===== src/rtl/aqp_pdm_pkg.sv =====
// ----------------------------------------------------------------------------
// aqp_pdm_pkg
// Shared constants, comb FSM state type and output saturation helper for the
// PDM microphone decimator (aqp_pdm_decimator, aqp_cic3_decim).
// No ports.
// ----------------------------------------------------------------------------
package aqp_pdm_pkg;

    localparam int unsigned CIC_W      = 20;
    localparam int unsigned CIC_ORDER  = 3;
    localparam int unsigned DECIM_LOG2 = 6;
    localparam int unsigned OUT_SHIFT  = 3;

    typedef enum logic [2:0] {
        CS_IDLE,
        CS_COMB1,
        CS_COMB2,
        CS_COMB3,
        CS_OUT
    } comb_state_e;

    localparam logic signed [CIC_W-1:0] SAT_HI = 32767;
    localparam logic signed [CIC_W-1:0] SAT_LO = -32768;

    // c3 spans +/-2^18; after the shift only +32768 can exceed 16 bits, but
    // both rails are clamped so the helper stays safe for any 20-bit input.
    function automatic logic [15:0] sat16(input logic signed [CIC_W-1:0] v);
        logic signed [CIC_W-1:0] s;
        s = v >>> OUT_SHIFT;
        if (s > SAT_HI) begin
            return 16'h7FFF;
        end else if (s < SAT_LO) begin
            return 16'h8000;
        end
        return s[15:0];
    endfunction

endpackage


===== src/rtl/aqp_cic3_decim.sv =====
// ----------------------------------------------------------------------------
// aqp_cic3_decim
// One channel of the 3rd-order CIC decimator: three integrators running at the
// channel bit rate, a snapshot register taken at the decimation tick, and a
// three-stage comb sequenced by the parent FSM, followed by shift/saturate.
//
// Ports:
//   clk          system clock
//   reset        asynchronous, active-high reset
//   bit_valid_i  one-clk strobe: bit_i is this channel's captured PDM bit
//   bit_i        captured PDM bit (1 -> +1, 0 -> -1)
//   tick_i       decimation tick; snapshots the integrator output
//   stage_i      comb stage select from the parent FSM
//   out_o        16-bit signed PCM sample, held between updates
// ----------------------------------------------------------------------------
module aqp_cic3_decim
    import aqp_pdm_pkg::*;
(
    input  logic        clk,
    input  logic        reset,
    input  logic        bit_valid_i,
    input  logic        bit_i,
    input  logic        tick_i,
    input  comb_state_e stage_i,
    output logic [15:0] out_o
);

    typedef logic signed [CIC_W-1:0] cic_t;

    cic_t        x;
    cic_t        i1_q, i1_d, i2_q, i2_d, i3_q, i3_d;
    cic_t        snap_q, snap_d;
    cic_t        d1_q, d1_d, d2_q, d2_d, d3_q, d3_d;
    cic_t        acc_q, acc_d;
    logic [15:0] out_q, out_d;

    always_comb begin
        x      = bit_i ? CIC_W'(1) : '1;
        i1_d   = i1_q;
        i2_d   = i2_q;
        i3_d   = i3_q;
        snap_d = snap_q;
        d1_d   = d1_q;
        d2_d   = d2_q;
        d3_d   = d3_q;
        acc_d  = acc_q;
        out_d  = out_q;

        // Each stage consumes the previous stage's pre-update value;
        // modulo-2^20 wrap is harmless because the comb differences undo it.
        if (bit_valid_i) begin
            i1_d = i1_q + x;
            i2_d = i2_q + i1_q;
            i3_d = i3_q + i2_q;
        end

        // Snapshot includes a bit captured on the tick edge itself, so the
        // comb sees exactly the bits received up to the tick.
        if (tick_i) begin
            snap_d = i3_d;
        end

        // A single accumulator carries c1 -> c2 -> c3 through the stages.
        case (stage_i)
            CS_COMB1: begin
                acc_d = snap_q - d1_q;
                d1_d  = snap_q;
            end
            CS_COMB2: begin
                acc_d = acc_q - d2_q;
                d2_d  = acc_q;
            end
            CS_COMB3: begin
                acc_d = acc_q - d3_q;
                d3_d  = acc_q;
            end
            CS_OUT: begin
                out_d = sat16(acc_q);
            end
            default: ;
        endcase
    end

    always_ff @(posedge clk or posedge reset) begin
        if (reset) begin
            i1_q   <= '0;
            i2_q   <= '0;
            i3_q   <= '0;
            snap_q <= '0;
            d1_q   <= '0;
            d2_q   <= '0;
            d3_q   <= '0;
            acc_q  <= '0;
            out_q  <= '0;
        end else begin
            i1_q   <= i1_d;
            i2_q   <= i2_d;
            i3_q   <= i3_d;
            snap_q <= snap_d;
            d1_q   <= d1_d;
            d2_q   <= d2_d;
            d3_q   <= d3_d;
            acc_q  <= acc_d;
            out_q  <= out_d;
        end
    end

    assign out_o = out_q;

endmodule


===== src/rtl/aqp_pdm_decimator.sv =====
// ----------------------------------------------------------------------------
// aqp_pdm_decimator
// PDM microphone receiver: generates pdm_clk, synchronizes the shared stereo
// data line, captures left bits on pdm_clk falling and right bits on pdm_clk
// rising, and decimates each channel by DECIM with a CIC3 into 16-bit PCM.
//
// Build option: define AQP_PDM_STEREO_EN to build an independent right-channel
// filter. Otherwise only the left filter exists and right_data mirrors it.
//
// Ports:
//   clk           system clock
//   reset         asynchronous, active-high reset
//   enable        capture enable; low parks pdm_clk low and freezes filters
//   pdm_clk       microphone bit clock, period 2*CLK_DIV clk
//   pdm_data      asynchronous PDM data, left/right interleaved
//   left_data     latest left sample (signed)
//   right_data    latest right sample (signed)
//   sample_valid  one-clk pulse when left_data/right_data update
// ----------------------------------------------------------------------------
module aqp_pdm_decimator
    import aqp_pdm_pkg::*;
#(
    parameter int unsigned CLK_DIV = 5,
    parameter int unsigned DECIM   = 64
) (
    input  logic        clk,
    input  logic        reset,
    input  logic        enable,
    output logic        pdm_clk,
    input  logic        pdm_data,
    output logic [15:0] left_data,
    output logic [15:0] right_data,
    output logic        sample_valid
);

    localparam int unsigned DIV_W  = $clog2(CLK_DIV);
    localparam int unsigned DCNT_W = $clog2(DECIM);

    logic [1:0]        sync_q;
    logic [DIV_W-1:0]  div_q, div_d;
    logic              phase_q, phase_d;
    logic              pdm_clk_q, pdm_clk_d;
    logic [DCNT_W-1:0] dcnt_q, dcnt_d;
    comb_state_e       state_q, state_d;
    logic              valid_q, valid_d;

    logic              tc;
    logic              left_cap;
    logic              right_cap;
    logic              tick;
    logic              pdm_bit;

    assign pdm_bit   = sync_q[1];
    assign tc        = enable && (div_q == DIV_W'(CLK_DIV - 1));
    assign left_cap  = tc && phase_q;
    assign right_cap = tc && !phase_q;
    assign tick      = right_cap && (dcnt_q == '1);

    // phase_q keeps the divider phase across a disable while the output
    // register is parked low, so re-enable resumes where it left off.
    always_comb begin
        div_d     = div_q;
        phase_d   = phase_q;
        dcnt_d    = dcnt_q;
        if (enable) begin
            div_d = tc ? '0 : div_q + DIV_W'(1);
        end
        if (tc) begin
            phase_d = ~phase_q;
        end
        if (right_cap) begin
            dcnt_d = dcnt_q + DCNT_W'(1);
        end
        pdm_clk_d = enable && phase_d;
    end

    always_comb begin
        state_d = state_q;
        valid_d = 1'b0;
        case (state_q)
            CS_IDLE:  if (tick) state_d = CS_COMB1;
            CS_COMB1: state_d = CS_COMB2;
            CS_COMB2: state_d = CS_COMB3;
            CS_COMB3: state_d = CS_OUT;
            CS_OUT: begin
                state_d = CS_IDLE;
                valid_d = 1'b1;
            end
            default:  state_d = CS_IDLE;
        endcase
    end

    always_ff @(posedge clk or posedge reset) begin
        if (reset) begin
            sync_q    <= '0;
            div_q     <= '0;
            phase_q   <= 1'b0;
            pdm_clk_q <= 1'b0;
            dcnt_q    <= '0;
            state_q   <= CS_IDLE;
            valid_q   <= 1'b0;
        end else begin
            sync_q    <= {sync_q[0], pdm_data};
            div_q     <= div_d;
            phase_q   <= phase_d;
            pdm_clk_q <= pdm_clk_d;
            dcnt_q    <= dcnt_d;
            state_q   <= state_d;
            valid_q   <= valid_d;
        end
    end

    assign pdm_clk      = pdm_clk_q;
    assign sample_valid = valid_q;

    aqp_cic3_decim u_cic_left (
        .clk         (clk),
        .reset       (reset),
        .bit_valid_i (left_cap),
        .bit_i       (pdm_bit),
        .tick_i      (tick),
        .stage_i     (state_q),
        .out_o       (left_data)
    );

`ifdef AQP_PDM_STEREO_EN
    aqp_cic3_decim u_cic_right (
        .clk         (clk),
        .reset       (reset),
        .bit_valid_i (right_cap),
        .bit_i       (pdm_bit),
        .tick_i      (tick),
        .stage_i     (state_q),
        .out_o       (right_data)
    );
`else
    assign right_data = left_data;
`endif

endmodule


===== config.mk =====
export PLATFORM = sky130hd
export DESIGN_NAME = aqp_pdm_decimator
export DESIGN_NICKNAME = d
export VERILOG_FILES = /design/src/rtl/aqp_pdm_pkg.sv /design/src/rtl/aqp_cic3_decim.sv /design/src/rtl/aqp_pdm_decimator.sv
export SDC_FILE = /design/constraint.sdc
export NUM_CORES = 1
export LEC_CHECK = 0
export ABC_AREA = 1
export CAP_MARGIN = 20
export CORE_MARGIN = 3
export CORE_UTILIZATION = 55
export DETAILED_ROUTE_END_ITERATION = 12
export PLACE_DENSITY = 0.7
export SYNTH_ARGS = -nofsm -noshare
export SYNTH_HDL_FRONTEND = slang
export SYNTH_SLANG_ARGS = --single-unit

===== constraint.sdc =====
create_clock -name clk -period 8.35 [get_ports clk]
set_input_delay 1.2525 -clock clk [delete_from_list [all_inputs] [get_ports clk]]
set_output_delay 1.2525 -clock clk [all_outputs]
set_load 0.03 [all_outputs]

==> results_dict.tcl, run 1 <==
set metrics [dict create \
    h-tree-depth 4 \
    gr-max-usage-layer "met2" \
    end_kind "flop" \
    cp.required_ns 8.69 \
    drc 0 \
    final-setup-viol-count 0 \
    layout-drive-gt1-share 0.0378 \
    p_sw_mw 1.79 \
    status "finished, final reports clean" \
    drt.antenna.violating_nets 0 \
    synth.area.top_cells "dfrtp_1, nand2_1, ha_1" \
    clkLatencyLatePin_ns 0.45 \
    tritoncts "yes" \
    irDropWorstVdd_v 0.000191 \
    critPathCapture "u_cic_left.i2_q[2]" \
    critPathArrivalTime_ns 3.92 \
    ys_warn_count 0 \
    intPower_mw 2.19 \
    cts_hold_buffers 0 \
    cts_made_buffers 17 \
    cts_buffer_depth 2 \
    crit_type "in -> reg" \
    dp.cells 2218 \
    hold_class "reg -> reg" \
    placementRows 56 \
    dieArea_mm2 0.0264 \
    cp_top_family "buffers and inverters" \
    hold_viol 0 \
    cp_slowest_cell "buf_4" \
    cts-root-buf "clkbuf_16" \
    start_kind "input port" \
    syn_nets 2019 \
    grtUsageMet3 0.0328 \
    worst_pin_slew_ns 0.990 \
    reg2reg_from "state_q[2]" \
    gr-usage-met1 0.321 \
    path_buf_inv 4 \
    yosysTopAreaCell "dfrtp_1" \
    cts_setup_buffers 0 \
    p_per_area_mw_per_mm2 273 \
    instances_no_fill 2251 \
    whs_ns 0.344 \
    slew_viol_final 0 \
    path_max_fanout 70 \
    cts.repair.resized 0 \
    switching_share 0.450 \
    use_met2 0.443 \
    total_power_mw 3.98 \
    relSlewSlack 0.340 \
    fp.dieW_um 163 \
    drt-initial-drc-count 699 \
    grt_pass1_vias 11641 \
    viasPerCell 5.33 \
    cts_sinks 193 \
    first_pass_iters 5 \
    r2r_end "u_cic_left.acc_q[15]" \
    hpwl_um 25200 \
    num-nets-final 2027 \
    wire_per_inst_um 14.5 \
    synth_most_common_cell "nand2_1" \
    netlist_top_cells_count "nand2_1, inv_1, dfrtp_1, nor2_1, nand3_1" \
    skew_ns 0.0154 \
    async_reset_ff_frac 1.00 \
    die_y_um 163 \
    clkTransAtPathRegs_ns 0.08 \
    grt_pass1_wl_um 55500 \
    grt_util_all_layers 0.259 \
    cp.depth 8 \
    cp_cell_sequence "clkdlybuf4s50_1, nand2_1, nor2_1, ha_2, buf_4, inv_1, buf_4, a22o_1" \
    grt-ovfl-total 0 \
    syn_inst 1911 \
    tns_ns 0 \
    worstHoldStart "sync_q[0]" \
    crit_top_cell "buf_4" \
    start_util 0.567 \
    critPathLaunch "enable" \
    leakage_nw 8.15 \
    portBuffers 37 \
    pwr-share-comb 0.474 \
    area_growth_pct 8.40 \
    synth-main-ff-cell "dfrtp_1" \
    reg2reg_depth 16 \
    syn_avg_cell_area_um2 7.05 \
    period_share 0.429 \
    slowest_delay_ns 0.58 \
    ys_seq_elements 193 \
    core-area_mm2 0.0238 \
    diodes 0 \
    grt_start_max_net_pins 124 \
    vias 11989 \
    ioPinCount 38 \
    synth.distinct_cells 41 \
    synth_area_mm2 0.0135 \
    gp_congestion 0.965 \
    drv_cap 0 \
    synth_edf_count 0 \
    rrSetupSlack_ns 4.85 \
    wirelength_um 32700 \
    fmax_mhz 279 \
    rsz0062_at_grt "false" \
    ys_seq_area_frac 0.358 \
    synth_top_area_frac 0.358 \
    p_clk_frac 0.203 \
    p_seq_frac 0.322 \
    antenna_found_initial 0 \
    period_needed_ns 3.58 \
]
[placed cells by master, fill, tap and decap left out, types with 3 or more instances in the layout]
cell,instances
nand3b_1,12
nor2_1,163
clkbuf_16,17
nor4_1,5
a21o_1,4
inv_1,235
xnor2_1,11
xor2_1,20
o21ai_1,5
clkdlybuf4s50_1,37
o211ai_1,5
nand3_1,134
dfrtp_1,193
inv_6,3
or2_2,19
a21boi_0,3
a31oi_1,17
buf_4,7
nand2_1,590
a21oi_1,113
o21bai_1,11
nand4_1,24
ha_1,98
o21a_1,4
fa_1,5
mux2i_1,17
inv_8,6
and2_1,13
nor3_1,7
inv_2,4
o21ai_0,130
[area by class of cell]
cell class / instances / area, um2
Timing Repair Buffer: 45 / 450
Clock inverter: 14 / 141
Inverter: 240 / 908
Multi-Input combinational cell: 1422 / 7450
Sequential cell: 193 / 4830
Clock buffer: 18 / 429
Tap cell: 319 / 399
Fill cell: 2271 / 9150
[cell families (layout without fill, tap and decap cells)]
logic type | after synthesis | after routing | share of synthesized area
AOI/OAI and AO/OA | 297 | 297 | 0.119
xor gates and xnor gates | 31 | 31 | 0.0201
DFF | 193 | 193 | 0.358
muxes | 18 | 18 | 0.0135
adders and majority gates | 104 | 104 | 0.0994
buffers and inverters | 296 | 317 | 0.0893
and+or+nand+nor | 972 | 972 | 0.301
[power by group through the flow]
stage                     logic, mW  registers [mW]  clock network [mW]
after global routing           2.19            1.30               0.869
after detailed placement       1.87            1.30                   0
final                          1.89            1.28               0.810
after global placement         1.84            1.30                   0
after floorplan                1.50            1.21                   0
after CTS                      1.89            1.28               0.831
[per-layer routing]
layer,part of all wire,up-vias
li1,-,6218
met1,0.45,5500
met2,0.47,187
met3,0.027,84
met4,0.053,0
met5,0,-
[through the flow]
stage,instance area [um2],util,setup WS (ns)
2_1_floorplan,13500,-,1.84
3_3_place_gp,14000,0.590,4.39
3_5_place_dp,14000,0.590,4.29
4_1_cts,14600,0.614,4.77
5_1_grt,14600,0.615,4.49
6_report,14600,0.615,4.77
[worst min path at each step]
stage	end	slack, ns	cells past startpoint
final	sync_q[1]	0.34	0
after global routing	sync_q[1]	0.36	0
after CTS	sync_q[1]	0.35	0
after detailed placement	sync_q[1]	0.35	0
after global placement	sync_q[1]	0.34	0
after floorplan	sync_q[1]	0.33	0
[worst reg2reg max path: stages, from the launching register on]
cell and delay [ns]:
dfrtp_1 0.44, inv_2 0.12, nand3_2 0.48, buf_4 0.49, o21ai_0 0.35, inv_1 0.08
ha_1 0.30, nand3_1 0.09, nand3_1 0.21, nand2_1 0.15, nand3_1 0.17, nand2_1 0.14
nand3b_1 0.08, nand3_1 0.08, nand2_1 0.05, nand2_1 0.09, nand2_1 0.08
[flip-flops by register name, indices dropped and copies added (netlist names)]
signal,flops
dcnt_q,6
u_cic_left.d2_q,20
u_cic_left.acc_q,20
u_cic_left.i3_q,20
u_cic_left.snap_q,20
sync_q,2
u_cic_left.d3_q,20
u_cic_left.i1_q,20
state_q,3
phase_q,1
u_cic_left.out_o,16
pdm_clk,1
div_q,3
u_cic_left.i2_q,20
sample_valid,1
u_cic_left.d1_q,20
(Power assumes the default switching activity.)
==> run 2, diff against run 1 <==
PLACE_DENSITY = 0.73   (was 0.7)
clock period = 3.24 ns   (was 8.35 ns; I/O delays follow)
==> run 2 against run 1 <==
  * Clock power increased to 2.6 times the previous value
  * Core utilization increased by 0.34 points
  * Final cell count increased by 0.36%
  * Design area increased by 0.55%
  * Clock skew decreased by 0.0030 ns
  * Hold slack improved by 0.0064 ns
  * Combinational power increased to 2.6 times the previous value
  * Global-route usage decreased by 0.51 points
  * Highest routed layer unchanged
==> results_dict.tcl, run 2 (synthesized netlist as in run 1, its figures left out) <==
set metrics [dict create \
    cts_buffer_depth 2 \
    grt-ovfl-total 0 \
    ioPinCount 38 \
    start_kind "flop" \
    layout-drive-gt1-share 0.0407 \
    cp_slowest_cell "dfrtp_1" \
    relSlewSlack 0.445 \
    reg2reg_depth 19 \
    crit_top_cell "nand2_1" \
    cts_setup_buffers 0 \
    cp_top_family "simple AND/OR/NAND/NOR gates" \
    dp.cells 2227 \
    crit_type "reg -> reg" \
    antenna_found_initial 0 \
    grt_util_all_layers 0.254 \
    final_common_cell "nand2_1" \
    cts_hold_buffers 0 \
    period_needed_ns 2.79 \
    first_pass_iters 5 \
    num-nets-final 2035 \
    drc 0 \
    placementRows 56 \
    p_per_area_mw_per_mm2 704 \
    tritoncts "yes" \
    slowest_delay_ns 0.43 \
    diodes 0 \
    leakage_nw 8.19 \
    dieArea_mm2 0.0264 \
    vias 12043 \
    cts_made_buffers 17 \
    core-area_mm2 0.0238 \
    drt-initial-drc-count 882 \
    fmax_mhz 359 \
    h-tree-depth 4 \
    instances_no_fill 2259 \
    cts.repair.resized 0 \
    cp.required_ns 3.58 \
    status "finished, final reports clean" \
    critPathArrivalTime_ns 3.13 \
    cp.depth 19 \
    area_growth_pct 9.00 \
    drv_cap 0 \
    path_max_fanout 61 \
    tns_ns 0 \
    slew_viol_final 0 \
    grt_start_max_net_pins 83 \
    clkLatencyLatePin_ns 0.44 \
    portBuffers 37 \
    fp.dieW_um 163 \
    die_y_um 163 \
    path_buf_inv 3 \
    drt.antenna.violating_nets 0 \
    period_share 0.861 \
    grt_pass1_vias 11403 \
    cts_sinks 193 \
    wire_per_inst_um 14.5 \
    grt_pass1_wl_um 55400 \
    final-setup-viol-count 0 \
    skew_ns 0.0124 \
    viasPerCell 5.33 \
    worst_pin_slew_ns 0.831 \
    wirelength_um 32700 \
    hpwl_um 25000 \
    start_util 0.567 \
    rsz0062_at_grt "false" \
    cp_cell_sequence "inv_2, nand3_2, buf_12, nand2_1, nand2_1, ha_1, fa_1, inv_1, nand3_1, nand3_1, nand2_1, nand2_1, nand2_1, nand2_1, nand2_1, nand3_1, nand2_1, nand2_1, nand2_1" \
    hold_class "reg -> reg" \
    hold_viol 0 \
    final_cell_mix "nand2_1, inv_1, dfrtp_1, nor2_1, nand3_1" \
    end_kind "flop" \
    gp_congestion 0.961 \
    clkTransAtPathRegs_ns 0.08 \
    cts-root-buf "clkbuf_16" \
    holdPathStages 0 \
    irDropWorstVdd_v 0.000628 \
]
==> run 2: per-layer routing <==
layer / up-vias / part of all wire / GRT usage
met4: 0 / 0.018 / 0.0671
li1: 6221 / - / -
met1: 5515 / 0.47 / 0.348
met5: - / 0 / 0
met3: 40 / 0.036 / 0.0295
met2: 267 / 0.47 / 0.430
==> run 2: cell type report <==
| type | instances | area, um2 |
|---|---|---|
| multi-input cells | 1422 | 7450 |
| repair buffers | 53 | 528 |
| fillers | 2182 | 9060 |
| clock inverters | 11 | 126 |
| well taps | 319 | 399 |
| flip-flops and latches | 193 | 4830 |
| clock buffers | 21 | 450 |
| inverters | 240 | 905 |
==> run 2: worst paths after layout <==
path / end / from / slack (ns)
min in group asynchronous: u_cic_left.acc_q[8] / reset / 0.49
setup / recovery: u_cic_left.acc_q[16] / state_q[2] / 0.45
setup reg to reg: u_cic_left.acc_q[16] / state_q[2] / 0.45
max in group asynchronous: u_cic_left.i3_q[18] / reset / 1.92
hold / removal: sync_q[1] / sync_q[0] / 0.35
hold reg to reg: sync_q[1] / sync_q[0] / 0.35
==> run 2: metrics by stage <==
stage,hold slack (ns),utilization,total power [mW],instance area [um2],setup slack (ns)
2_1_floorplan,0.331,-,6.98,13500,0.264
4_1_cts,0.355,0.618,10.3,14700,0.506
6_report,0.350,0.618,10.3,14700,0.452
3_5_place_dp,0.344,0.594,8.18,14100,0.422
3_3_place_gp,0.336,0.594,8.14,14100,0.477
5_1_grt,0.368,0.618,11.3,14700,0.196
==> run 2: power breakdown <==
part           switching (mW)  leakage (nW)  internal [mW]
clock                    1.01         0.277           1.10
sequential              0.447          2.21           2.81
combinational            3.15          5.70           1.82
total                    4.61          8.19           5.74
